--- src/rtl/bg_scroll_ctrl_pkg.sv ---
// Shared definitions for the scrolling-background game sequencer.
// This package holds the game state encoding, the default image geometry
// and the day/night period.
package bg_ctrl_pkg;

    typedef enum logic [1:0] {
        ST_IDLE  = 2'd0,
        ST_RUN   = 2'd1,
        ST_PAUSE = 2'd2,
        ST_OVER  = 2'd3
    } game_state_t;

    localparam int DEF_BG_WIDTH = 320;
    localparam int DEF_Y_ORIGIN = 240;
    localparam int NIGHT_PERIOD = 700;

    // Returns true when a freshly reached score lands on a day/night boundary.
    function automatic logic is_night_boundary(input logic [13:0] score);
        return (score != 14'd0) && ((score % 14'(NIGHT_PERIOD)) == 14'd0);
    endfunction

endpackage

--- src/rtl/bg_scroll_ctrl_if.sv ---
// Bundle of the button/collision inputs and renderer-facing outputs of the
// background scroll controller. The slave modport is the controller side and
// the master modport is the side that drives the buttons and reads the outputs.
interface bg_scroll_ctrl_if;
    import bg_ctrl_pkg::*;

    logic        i_frame_tick;
    logic        i_start_btn;
    logic        i_pause_btn;
    logic        i_collision;
    logic [8:0]  o_xpos;
    logic [8:0]  o_ypos;
    logic [3:0]  o_speed;
    game_state_t o_game_state;
    logic        o_step;
    logic [13:0] o_score;
    logic        o_night;

    modport master (
        output i_frame_tick, i_start_btn, i_pause_btn, i_collision,
        input  o_xpos, o_ypos, o_speed, o_game_state, o_step, o_score, o_night
    );

    modport slave (
        input  i_frame_tick, i_start_btn, i_pause_btn, i_collision,
        output o_xpos, o_ypos, o_speed, o_game_state, o_step, o_score, o_night
    );
endinterface

--- src/rtl/bg_scroll_ctrl_edge_pulse.sv ---
// Registered rising-edge detector. The output pulse is exactly one clock
// wide and appears one clock after the input level rises.
module edge_pulse (
    input  logic clk,
    input  logic rst,
    input  logic i_level,
    output logic o_pulse
);

    logic r_prev;
    logic r_pulse;

    // Remember the previous level and register the rise as a one-clock pulse.
    always_ff @(posedge clk or posedge rst) begin
        if (rst) begin
            r_prev  <= 1'b0;
            r_pulse <= 1'b0;
        end else begin
            r_prev  <= i_level;
            r_pulse <= i_level & ~r_prev;
        end
    end

    assign o_pulse = r_pulse;

endmodule

--- src/rtl/bg_scroll_ctrl.sv ---
// Game-state sequencer for the scrolling background: run/pause/game-over FSM,
// per-frame scroll origin update with a distance-based speed ramp, and score.
// Optional feature macro: NIGHT_MODE_EN (day/night flag toggling every
// NIGHT_PERIOD points of score). Without it o_night is tied low.
module bg_scroll_ctrl
    import bg_ctrl_pkg::*;
#(
    parameter int BG_WIDTH    = DEF_BG_WIDTH,
    parameter int Y_ORIGIN    = DEF_Y_ORIGIN,
    parameter int INIT_SPEED  = 1,
    parameter int MAX_SPEED   = 8,
    parameter int RAMP_FRAMES = 600,
    parameter int SCORE_MAX   = 9999
) (
    input  logic            clk,
    input  logic            rst,
    bg_scroll_ctrl_if.slave bus
);

    localparam int RAMP_W = $clog2(RAMP_FRAMES + 1);

    logic w_frame;
    logic w_start;
    logic w_pause;

    game_state_t r_state, w_state_next;
    logic [8:0]        r_xpos, w_xpos_next;
    logic [3:0]        r_speed, w_speed_next;
    logic [13:0]       r_score, w_score_next;
    logic [RAMP_W-1:0] r_ramp, w_ramp_next;
    logic              r_step, w_step_next;
    logic              w_run_start;

    logic [9:0]  w_xpos_sub;
    logic [8:0]  w_xpos_wrap;
    logic [8:0]  w_xpos_adv;
    logic [13:0] w_score_inc;

    edge_pulse u_frame_edge (.clk(clk), .rst(rst), .i_level(bus.i_frame_tick), .o_pulse(w_frame));
    edge_pulse u_start_edge (.clk(clk), .rst(rst), .i_level(bus.i_start_btn),  .o_pulse(w_start));
    edge_pulse u_pause_edge (.clk(clk), .rst(rst), .i_level(bus.i_pause_btn),  .o_pulse(w_pause));

    // The 10-bit difference borrows into bit 9 exactly when speed exceeds xpos;
    // in that case adding the image width modulo 512 lands back in 0..BG_WIDTH-1.
    assign w_xpos_sub  = {1'b0, r_xpos} - 10'(r_speed);
    assign w_xpos_wrap = w_xpos_sub[8:0] + 9'(BG_WIDTH);
    assign w_xpos_adv  = w_xpos_sub[9] ? w_xpos_wrap : w_xpos_sub[8:0];
    assign w_score_inc = (r_score == 14'(SCORE_MAX)) ? r_score : r_score + 14'd1;

    // Next-state and next-value logic; collision beats pause, pause beats frame.
    always_comb begin
        w_state_next = r_state;
        w_xpos_next  = r_xpos;
        w_speed_next = r_speed;
        w_score_next = r_score;
        w_ramp_next  = r_ramp;
        w_step_next  = 1'b0;
        w_run_start  = 1'b0;
        case (r_state)
            ST_IDLE: begin
                if (w_start) begin
                    w_state_next = ST_RUN;
                    w_speed_next = 4'(INIT_SPEED);
                    w_score_next = '0;
                    w_ramp_next  = '0;
                    w_run_start  = 1'b1;
                end
            end
            ST_RUN: begin
                if (bus.i_collision) begin
                    w_state_next = ST_OVER;
                end else if (w_pause) begin
                    w_state_next = ST_PAUSE;
                end else if (w_frame) begin
                    w_xpos_next  = w_xpos_adv;
                    w_step_next  = 1'b1;
                    w_score_next = w_score_inc;
                    if (r_ramp == RAMP_W'(RAMP_FRAMES - 1)) begin
                        w_ramp_next = '0;
                        if (r_speed < 4'(MAX_SPEED)) begin
                            w_speed_next = r_speed + 4'd1;
                        end
                    end else begin
                        w_ramp_next = r_ramp + RAMP_W'(1);
                    end
                end
            end
            ST_PAUSE: begin
                if (w_pause) begin
                    w_state_next = ST_RUN;
                end
            end
            ST_OVER: begin
                if (w_start) begin
                    w_state_next = ST_IDLE;
                end
            end
            default: begin
                w_state_next = ST_IDLE;
            end
        endcase
    end

    // State and datapath registers; reset discards the whole run.
    always_ff @(posedge clk or posedge rst) begin
        if (rst) begin
            r_state <= ST_IDLE;
            r_xpos  <= '0;
            r_speed <= 4'(INIT_SPEED);
            r_score <= '0;
            r_ramp  <= '0;
            r_step  <= 1'b0;
        end else begin
            r_state <= w_state_next;
            r_xpos  <= w_xpos_next;
            r_speed <= w_speed_next;
            r_score <= w_score_next;
            r_ramp  <= w_ramp_next;
            r_step  <= w_step_next;
        end
    end

`ifdef NIGHT_MODE_EN
    logic r_night;

    // Flip day/night whenever an advancing frame lands the score on a new period boundary.
    always_ff @(posedge clk or posedge rst) begin
        if (rst) begin
            r_night <= 1'b0;
        end else if (w_run_start) begin
            r_night <= 1'b0;
        end else if (w_step_next && (w_score_inc != r_score) && is_night_boundary(w_score_inc)) begin
            r_night <= ~r_night;
        end
    end

    assign bus.o_night = r_night;
`else
    assign bus.o_night = 1'b0;
`endif

    assign bus.o_xpos       = r_xpos;
    assign bus.o_ypos       = 9'(Y_ORIGIN);
    assign bus.o_speed      = r_speed;
    assign bus.o_game_state = r_state;
    assign bus.o_step       = r_step;
    assign bus.o_score      = r_score;

endmodule
--- src/flat_wrapper.sv ---
// flat-port wrapper written by rule: the top's interface ports become plain ports
module bg_scroll_ctrl_flat import bg_ctrl_pkg::*;
#(
    parameter int BG_WIDTH    = DEF_BG_WIDTH,
    parameter int Y_ORIGIN    = DEF_Y_ORIGIN,
    parameter int INIT_SPEED  = 1,
    parameter int MAX_SPEED   = 8,
    parameter int RAMP_FRAMES = 600,
    parameter int SCORE_MAX   = 9999
)
  (clk, rst, bus_i_frame_tick, bus_i_start_btn, bus_i_pause_btn, bus_i_collision, bus_o_xpos, bus_o_ypos, bus_o_speed, bus_o_game_state, bus_o_step, bus_o_score, bus_o_night);
  bg_scroll_ctrl_if bus_i ();
  input  logic clk;
  input  logic rst;
  input wire logic [$bits(bus_i.i_frame_tick)-1:0] bus_i_frame_tick;
  input wire logic [$bits(bus_i.i_start_btn)-1:0] bus_i_start_btn;
  input wire logic [$bits(bus_i.i_pause_btn)-1:0] bus_i_pause_btn;
  input wire logic [$bits(bus_i.i_collision)-1:0] bus_i_collision;
  output wire logic [$bits(bus_i.o_xpos)-1:0] bus_o_xpos;
  output wire logic [$bits(bus_i.o_ypos)-1:0] bus_o_ypos;
  output wire logic [$bits(bus_i.o_speed)-1:0] bus_o_speed;
  output wire logic [$bits(bus_i.o_game_state)-1:0] bus_o_game_state;
  output wire logic [$bits(bus_i.o_step)-1:0] bus_o_step;
  output wire logic [$bits(bus_i.o_score)-1:0] bus_o_score;
  output wire logic [$bits(bus_i.o_night)-1:0] bus_o_night;
  assign bus_i.i_frame_tick = bus_i_frame_tick;
  assign bus_i.i_start_btn = bus_i_start_btn;
  assign bus_i.i_pause_btn = bus_i_pause_btn;
  assign bus_i.i_collision = bus_i_collision;
  assign bus_o_xpos = bus_i.o_xpos;
  assign bus_o_ypos = bus_i.o_ypos;
  assign bus_o_speed = bus_i.o_speed;
  assign bus_o_game_state = bus_i.o_game_state;
  assign bus_o_step = bus_i.o_step;
  assign bus_o_score = bus_i.o_score;
  assign bus_o_night = bus_i.o_night;
  bg_scroll_ctrl #(.BG_WIDTH(BG_WIDTH), .Y_ORIGIN(Y_ORIGIN), .INIT_SPEED(INIT_SPEED), .MAX_SPEED(MAX_SPEED), .RAMP_FRAMES(RAMP_FRAMES), .SCORE_MAX(SCORE_MAX)) u_core (.clk(clk), .rst(rst), .bus(bus_i));
endmodule
--- config.mk ---
export PLATFORM = sky130hd
export DESIGN_NAME = bg_scroll_ctrl_flat
export DESIGN_NICKNAME = d
export VERILOG_FILES = /design/src/rtl/bg_scroll_ctrl_pkg.sv /design/src/rtl/bg_scroll_ctrl_if.sv /design/src/rtl/bg_scroll_ctrl_edge_pulse.sv /design/src/rtl/bg_scroll_ctrl.sv /design/src/flat_wrapper.sv
export SDC_FILE = /design/constraint.sdc
export NUM_CORES = 1
export LEC_CHECK = 0
export CORE_ASPECT_RATIO = 1.4
export CORE_MARGIN = 2
export CORE_UTILIZATION = 56
export DETAILED_ROUTE_END_ITERATION = 8
export HOLD_SLACK_MARGIN = 0.1
export PLACE_DENSITY = 0.82
export SYNTH_ARGS = -nofsm -noshare
export SYNTH_HDL_FRONTEND = slang
export SYNTH_SLANG_ARGS = --single-unit
--- constraint.sdc ---
create_clock -name clk -period 6.9 [get_ports clk]
set_input_delay 1.38 -clock clk [delete_from_list [all_inputs] [get_ports clk]]
set_output_delay 1.38 -clock clk [all_outputs]
set_load 0.02 [all_outputs]
==> results of run 1 <==
-- state kept, by name (all words and copies together) (netlist names), 2 cells and up --
name / flops
u_core.bus.o_score: 14
u_core.r_ramp: 10
u_core.bus.o_xpos: 9
u_core.bus.o_speed: 4
u_core.bus.o_game_state: 2
-- cell type report --
cell class | count | area share (%)
clock inverter | 1 | 1.01
inverter | 10 | 1.26
sequential | 46 | 38.6
timing repair buffer | 36 | 12.0
multi-input combinational | 196 | 41.7
clock buffer | 7 | 2.90
tap | 60 | 2.52
-- stage by stage --
| stage | util (%) | cells | hold slack [ps] | total power [mW] |
|---|---|---|---|---|
| after global routing | 69.8 | 356 | 405 | 1.09 |
| after detailed placement | 67.0 | 348 | 387 | 0.814 |
| final | 69.8 | 356 | 396 | 1.02 |
| after floorplan | - | 267 | 378 | 0.667 |
| after CTS | 69.8 | 356 | 398 | 1.03 |
| after global placement | 67.0 | 348 | 382 | 0.800 |
-- layer usage --
| metal | part of all wire, % | up-vias | GRT usage (%) |
|---|---|---|---|
| li1 | - | 959 | - |
| met1 | 43 | 956 | 26.2 |
| met2 | 52 | 49 | 38.2 |
| met3 | 3.4 | 7 | 4.98 |
| met4 | 1.2 | 0 | 8.50 |
| met5 | 0 | - | 0 |
-- layout by cell type (no fill, tap or decap), drive strengths merged, types with 4 or more instances in the layout --
cell type | synthesis | routed
dfrtp | 45 | 45
clkdlybuf4s50 | 0 | 35
nor2 | 29 | 29
nand2 | 25 | 25
o21ai | 15 | 15
xor2 | 12 | 12
nand3 | 11 | 11
xnor2 | 10 | 10
conb | 2 | 10
inv | 10 | 9
ha | 8 | 8
nor2b | 7 | 7
a21oi | 7 | 7
clkbuf | 2 | 7
nor3 | 6 | 6
nand4 | 6 | 6
and3 | 5 | 5
o31ai | 4 | 4
-- kinds of logic (layout without fill, tap and decap cells) --
group	after synthesis	after routing
flops	46	46
xor+xnor	22	22
fa+ha+maj	9	9
compound gates	39	39
other cells	2	10
mux	1	1
simple gates	115	115
buf+inv	25	54
-- final timing paths --
check                                              end  slack (ps)                  startpoint
max in group asynchronous             u_core.r_ramp[6]        4970                         rst
hold reg to reg            u_core.u_frame_edge.o_pulse         400  u_core.u_frame_edge.r_prev
min in group asynchronous        u_core.bus.o_speed[2]        1520                         rst
hold / removal             u_core.u_frame_edge.o_pulse         400  u_core.u_frame_edge.r_prev
setup / recovery                 u_core.bus.o_speed[2]        3680             bus_i_collision
setup reg to reg                  u_core.bus.o_xpos[7]        4150       u_core.bus.o_speed[0]
-- power breakdown --
group	internal (mW)	switching (mW)
clock network	0.118	0.0910
registers	0.319	0.0629
logic	0.191	0.237
-- critical path, stage by stage --
cell and delay [ps]:
clkdlybuf4s50_1 470, or3b_2 520, o41ai_4 610, nand3_1 160, xnor2_1 190, nor2_1 60
==> impl_metrics.json, run 1 <==
{
  "drive_gt1_share_pct": 5.74,
  "synthTopCellsByArea": "dfrtp_1, nor2_1, xor2_1, ha_1, nand2_1",
  "port_buffers": 35,
  "fillers": 338,
  "max-vdd-ir-drop_v": 0.000229,
  "grt_first_pass_wirelength_microns": 8690,
  "report.final.hold_viol_count": 0,
  "synth-xor-area-share_pct": 7.71,
  "drtIter0Drc": 70,
  "cts_setup_buffers": 0,
  "worst-setup-path-type": "input port to flop",
  "synth_top_area_share_pct": 45.1,
  "synth_top_family_by_area": "simple AND/OR/NAND/NOR gates",
  "reg2reg_depth": 9,
  "routabilityCongestion": 0.819,
  "relSlewSlack_pct": 36.7,
  "ys_seq_area_share_pct": 46.1,
  "areaGrowthSynthToFinish_pct": 19.3,
  "fin_area_sq_um": 2980,
  "grt_max_degree": 47,
  "crit_required_ps": 7080,
  "htree_levels": 2,
  "synthCells": 259,
  "die_y_microns": 83.0,
  "vias": 1971,
  "start_util_pct": 58.5,
  "yosysWarnings": 0,
  "antenna_found_initial": 0,
  "post_cts_resized": 0,
  "grt_overflow": 0,
  "post-place-ws_ps": 3390,
  "wirelength_microns": 5060,
  "min_period_over_period_pct": 46.6,
  "die_x_microns": 60.5,
  "synth_area_leader_cell": "dfrtp_1",
  "syn_avg_cell_area_sq_um": 9.65,
  "rsz0062_at_grt": "false",
  "ys_seq_elements": 46,
  "grt_pass1_vias": 1965,
  "post_dp_cell_area_sq_um": 2870,
  "post-dp-hpwl_microns": 3620,
  "hold_class": "flop to flop",
  "cp.arrival_ps": 3400,
  "dr.pass1.iters": 5,
  "setup_tns_ps": 0,
  "cp-end-kind": "flop",
  "power.density_nw_per_um2": 341,
  "fmax_mhz": 311,
  "clock-skew-final_ps": 14.0,
  "cts_buffers": 5,
  "fin_nets": 310,
  "ant_nets": 0,
  "via_per_inst": 5.54,
  "clk_pin_slew_ps": 90,
  "yosys-mux-area-fraction_pct": 0.401,
  "yosys-top-cells-count": "dfrtp_1, nor2_1, nand2_1",
  "synth_most_common_cell": "dfrtp_1",
  "synth_fa_ha_area_share_pct": 4.81,
  "synth_cell_types": 48,
  "worstMarginPinSlew_ps": 938,
  "status": "finished clean",
  "syn-cell-area_sq_um": 2500,
  "layout_min_cycle_time_ps": 3220,
  "fin_ws_ps": 3680,
  "regArea_sq_um": 1150,
  "cts_root_buf": "clkbuf_8",
  "insertion_delay_ps": 310,
  "cts_tree": "done",
  "ys.flop_type": "dfrtp_1",
  "worstSetupStartpointType": "input port",
  "synthArstFlopShare_pct": 100,
  "critPathMaxFanout": 10,
  "synth_compound_area_share_pct": 10.5,
  "report.final.slew_viol_count": 0,
  "cts.sinks": 46,
  "setup_viol": 0,
  "ios": 46,
  "yosys.area_share.simple_pct": 24.8,
  "die_area_sq_um": 5020,
  "drc": 0,
  "diodes": 0,
  "core_area_sq_um": 4270,
  "hold_depth": 1,
  "clockBufferDepth": 2,
  "num_rows": 28,
  "routedWlPerCell_microns": 14.2,
  "maxCapViolCount": 0,
  "cts_hold_buf": 0,
  "multi_input_area_sq_um": 1240,
  "leakagePower_nw": 1.33,
  "synth-edff-count": 0,
  "grt_usage_pct": 22.3
}
Note: power is estimated with default switching activity, not from simulation.
==> run 2, diff against run 1 <==
CORE_UTILIZATION = 52   (was 56)
PLACE_DENSITY = 0.76   (was 0.82)
clock period = 3.3 ns   (was 6.9 ns; I/O delays follow)
==> run 2 against run 1 <==
  * Final area fell by 0.76%
  * Setup slack got worse by 3100 ps
  * Die area is 7.2% higher
  * Clock skew is 7.3 ps lower
  * Combinational power increased by 110%
  * First-iteration DRC count rose by 31%
  * Utilization shrank 5.0 points
  * Wire length up 0.39%
  * Cell count rose by 0.56%
  * Non-clock buffer count up 1
  * Power up 99%
  * Sequential share of layout area grew 0.29 points
  * Critical path type is now flop to flop
==> impl_metrics.json, run 2 (synthesis gave the netlist of run 1 again) <==
{
  "post-route-util_pct": 64.7,
  "max-vdd-ir-drop_v": 0.000488,
  "routabilityCongestion": 0.793,
  "min_period_over_period_pct": 82.6,
  "vias": 1954,
  "cts_setup_buffers": 0,
  "power.density_nw_per_um2": 686,
  "critPathMaxFanout": 6,
  "total_power_mw": 2.03,
  "fin_nets": 311,
  "areaGrowthSynthToFinish_pct": 18.4,
  "ant_nets": 0,
  "maxCapViolCount": 0,
  "grt_pass1_vias": 1966,
  "layout_common_cells": "dfrtp_1, clkdlybuf4s50_1, nor2_1",
  "status": "finished clean",
  "cts_root_buf": "clkbuf_8",
  "dr.pass1.iters": 5,
  "drtIter0Drc": 92,
  "relSlewSlack_pct": 45.0,
  "worst-setup-path-type": "flop to flop",
  "rsz0062_at_grt": "false",
  "num_rows": 29,
  "largest_reg_flops": 14,
  "insertion_delay_ps": 300,
  "fin_cells": 358,
  "fin_area_sq_um": 2960,
  "drive_gt1_share_pct": 6.08,
  "fin_ws_ps": 574,
  "hold_class": "flop to flop",
  "cp-end-kind": "flop",
  "clock-skew-final_ps": 6.71,
  "leakagePower_nw": 1.32,
  "clk_pin_slew_ps": 90,
  "wirelength_microns": 5080,
  "clockBufferDepth": 2,
  "placed_cells": 351,
  "crit_required_ps": 3500,
  "setup_viol": 0,
  "routedWlPerCell_microns": 14.2,
  "post_dp_cell_area_sq_um": 2880,
  "post-dp-hpwl_microns": 3720,
  "via_per_inst": 5.46,
  "cts.sinks": 46,
  "report.final.slew_viol_count": 0,
  "grt_overflow": 0,
  "report.final.hold_viol_count": 0,
  "die_y_microns": 86.0,
  "die_area_sq_um": 5380,
  "cts_buffers": 5,
  "antenna_found_initial": 0,
  "port_buffers": 35,
  "grt_usage_pct": 20.8,
  "grt_first_pass_wirelength_microns": 8880,
  "drc": 0,
  "cts_hold_buf": 0,
  "grt_max_degree": 33,
  "worstMarginPinSlew_ps": 817,
  "final_common_cell": "dfrtp_1",
  "diodes": 0,
  "core_area_sq_um": 4570,
  "cts_tree": "done",
  "fmax_mhz": 367,
  "post-place-ws_ps": 445,
  "start_util_pct": 54.7,
  "setup_tns_ps": 0,
  "layout_min_cycle_time_ps": 2730,
  "hold_ws_ps": 397,
  "die_x_microns": 62.6,
  "cp.arrival_ps": 2920,
  "htree_levels": 2,
  "r2r_slack_ps": 570,
  "worstSetupStartpointType": "flop",
  "ios": 46,
  "post_cts_resized": 0
}
## run 2: cell count changes in the layout (fill, tap and decap cells not counted)
cell / delta
buf_4: +1
bufinv_16: -1
clkbuf_1: -1
clkbuf_8: -1
clkinvlp_4: +2
## run 2: critical path: stages (launching register included)
cell      delay (ps)
dfstp_2          610
ha_1             190
inv_1             60
fa_1             400
a21oi_1          230
nor2b_1          140
o221ai_1         290
ha_1             280
or2_0            220
a31o_1           210
## run 2: final cells by class
| type | instances | area (sq um) |
|---|---|---|
| Tap cell | 62 | 77.6 |
| Clock buffer | 5 | 68.8 |
| Fill cell | 390 | 1610 |
| Inverter | 10 | 37.5 |
| Multi-Input combinational cell | 196 | 1240 |
| Clock inverter | 2 | 15.0 |
| Timing Repair Buffer | 37 | 365 |
| Sequential cell | 46 | 1150 |
## run 2: metal layers
| layer | vias up | wire length, microns | GRT usage, % |
|---|---|---|---|
| met2 | 55 | 2620 | 35.7 |
| met4 | 0 | 91 | 10.7 |
| met3 | 8 | 234 | 3.41 |
| met5 | - | 0 | 0 |
| met1 | 935 | 2140 | 25.2 |
| li1 | 956 | - | - |
## run 2: worst paths after layout
check,cells past startpoint,start,endpoint
max in group asynchronous,3,rst,u_core.bus.o_speed[0]
worst min register to register,1,u_core.u_start_edge.r_prev,u_core.u_start_edge.o_pulse
worst max-delay path,9,u_core.bus.o_speed[0],u_core.bus.o_xpos[7]
min in group asynchronous,2,rst,u_core.bus.o_xpos[1]
worst min-delay path,1,u_core.u_start_edge.r_prev,u_core.u_start_edge.o_pulse
worst max register to register,9,u_core.bus.o_speed[0],u_core.bus.o_xpos[7]
## run 2: power breakdown
group	switching [mW]	internal [mW]	leakage, nW
logic	0.503	0.401	0.668
registers	0.129	0.666	0.611
clock network	0.188	0.145	0.0362
==> run 3, diff against run 2 <==
CORE_UTILIZATION = 47   (was 52)
PLACE_DENSITY = 0.73   (was 0.76)
clock period = 2.2 ns   (was 3.3 ns; I/O delays follow)
==> run 3 against run 2 <==
  * The run now ends with negative setup slack left
  * Critical path depth decreased by 1
  * Flip-flop and latch count stayed put
  * Wire length increased by 5.4%
  * Sequential share of layout area fell by 3.0 points
  * Clock skew is 1.1 ps higher
  * Final area increased by 8.4%
  * Worst hold slack got worse by 1.9 ps
  * Via count grew 4.6%
==> impl_metrics.json, run 3 (synthesis gave the netlist of run 1 again) <==
{
  "status": "finished with violations",
  "failed_checks": "negative setup slack",
  "layout_common_cells": "dfrtp_1, clkdlybuf4s50_1, nor2_1",
  "worstMarginPinSlew_ps": 636,
  "drive_gt1_share_pct": 15.0,
  "hold_class": "flop to flop",
  "fin_area_sq_um": 3210,
  "min_period_over_period_pct": 101,
  "routabilityCongestion": 0.822,
  "dr.pass1.iters": 4,
  "crit_chain": "inv_1 > ha_1 > or4_4 > nor2_1 > xor2_1 > ha_1 > or2_0 > a31o_1",
  "htree_levels": 2,
  "cell_internal_pwr_mw": 2.14,
  "layout_min_cycle_time_ps": 2230,
  "clockBufferDepth": 2,
  "die_x_microns": 65.6,
  "die_y_microns": 90.3,
  "grt_first_pass_wirelength_microns": 9020,
  "start_util_pct": 48.4,
  "grt_usage_pct": 19.3,
  "netSwitchingFraction_pct": 38.9,
  "areaGrowthSynthToFinish_pct": 28.4,
  "setup_viol": 1,
  "grt_max_degree": 31,
  "maxCapViolCount": 0,
  "diodes": 0,
  "comb_power_share_pct": 51.1,
  "cts_buffers": 5,
  "cts.sinks": 46,
  "cts_tree": "done",
  "fin_nets": 334,
  "cts_root_buf": "clkbuf_8",
  "post-route-util_pct": 62.2,
  "post-dp-hpwl_microns": 3860,
  "report.final.hold_viol_count": 0,
  "power.density_nw_per_um2": 1090,
  "rsz0062_at_grt": "true",
  "clk_pin_slew_ps": 80,
  "setup_tns_ps": -30.7,
  "core_area_sq_um": 5160,
  "critPathMaxFanout": 4,
  "cp.arrival_ps": 2420,
  "antenna_found_initial": 0,
  "fillers": 445,
  "p_clk_share_pct": 15.4,
  "drtIter0Drc": 97,
  "worstSetupStartpointType": "flop",
  "via_per_inst": 5.29,
  "post_dp_cell_area_sq_um": 3080,
  "routedWlPerCell_microns": 13.9,
  "ios": 46,
  "crit_required_ps": 2390,
  "r2r_slack_ps": -30,
  "fin_ws_ps": -30.7,
  "insertion_delay_ps": 300,
  "port_buffers": 35,
  "max-vdd-ir-drop_v": 0.000916,
  "ant_nets": 0,
  "leakagePower_nw": 1.45,
  "cts_hold_buf": 0,
  "cp-end-kind": "flop",
  "report.final.slew_viol_count": 0,
  "largest_reg_flops": 14,
  "final_common_cell": "dfrtp_1",
  "crit_path_frequent_cell": "ha_1",
  "grt_overflow": 0,
  "die_area_sq_um": 5920,
  "max_stage_delay_ps": 460,
  "drc": 0,
  "grt_pass1_vias": 1928,
  "post-place-ws_ps": -173,
  "wirelength_microns": 5360,
  "num_rows": 31,
  "slowest_stage": "or4_4",
  "relSlewSlack_pct": 57.3,
  "fmax_mhz": 448,
  "power.switching_mw": 1.36,
  "vias": 2043,
  "clock-skew-final_ps": 7.80,
  "seqPwrFrac_pct": 33.5,
  "worst-setup-path-type": "flop to flop"
}
[run 3: changes by cell type in the layout (fill, tap and decap cells not counted), moves of 2 or more]
| cell | change |
|---|---|
| clkinvlp_4 | -2 |
| buf_12 | +2 |
| buf_4 | +21 |
| a21oi_1 | -2 |
[run 3: cell type report]
| type | instances | area, sq um | area share [%] |
|---|---|---|---|
| tap | 66 | 82.6 | 2.57 |
| clock buffer | 7 | 86.3 | 2.69 |
| sequential | 46 | 1150 | 35.9 |
| multi-input combinational | 196 | 1280 | 39.9 |
| inverter | 10 | 37.5 | 1.17 |
| clock inverter | 1 | 5.00 | 0.156 |
| timing repair buffer | 60 | 563 | 17.6 |
[run 3: critical path: cells and delay by family, from the launching register on]
| kind | cells | cell delay, ps |
|---|---|---|
| fa+ha+maj | 2 | 480 |
| buf+inv | 1 | 70 |
| flops | 1 | 370 |
| compound gates | 1 | 170 |
| simple gates | 3 | 810 |
| xor+xnor | 1 | 230 |
[run 3: layer usage]
layer	track usage (%)	part of all wire, %
met5	0	0
met4	6.08	1.5
met3	4.49	4.9
met2	32.0	51
met1	24.7	42
[run 3: final timing paths]
path / from / end / cells after the start
worst max-delay path: u_core.bus.o_speed[3] / u_core.bus.o_xpos[7] / 8
worst min-delay path: u_core.u_frame_edge.r_prev / u_core.u_frame_edge.o_pulse / 1
worst max register to register: u_core.bus.o_speed[3] / u_core.bus.o_xpos[7] / 8
worst min register to register: u_core.u_frame_edge.r_prev / u_core.u_frame_edge.o_pulse / 1
max in group asynchronous: rst / u_core.bus.o_speed[0] / 3
min in group asynchronous: rst / u_core.bus.o_score[9] / 2
[run 3: power by group through the flow]
stage               Combinational, mW  Clock [mW]  Sequential [mW]
finish                           1.79       0.537             1.17
CTS                              1.73       0.554             1.17
floorplan                       0.840           0             1.32
global route                     1.95       0.585             1.20
global placement                 1.62           0             1.18
detailed placement               1.65           0             1.18
[run 3: per-stage QoR]
| step | total power, mW | instances | hold WS, ps |
|---|---|---|---|
| final | 3.50 | 386 | 395 |
| after CTS | 3.46 | 386 | 401 |
| after global routing | 3.74 | 386 | 416 |
| after global placement | 2.80 | 375 | 386 |
| after floorplan | 2.16 | 267 | 378 |
| after detailed placement | 2.83 | 375 | 392 |
[run 3: timing repair]
| item | in CTS | in global routing |
|---|---|---|
| buffers inserted | 3 | 0 |
| endpoints found under the setup margin | 1 | 3 |
| gates resized for setup | 0 | 4 |
| endpoints found under the hold margin | 0 | 0 |
| pin swaps | 4 | 1 |
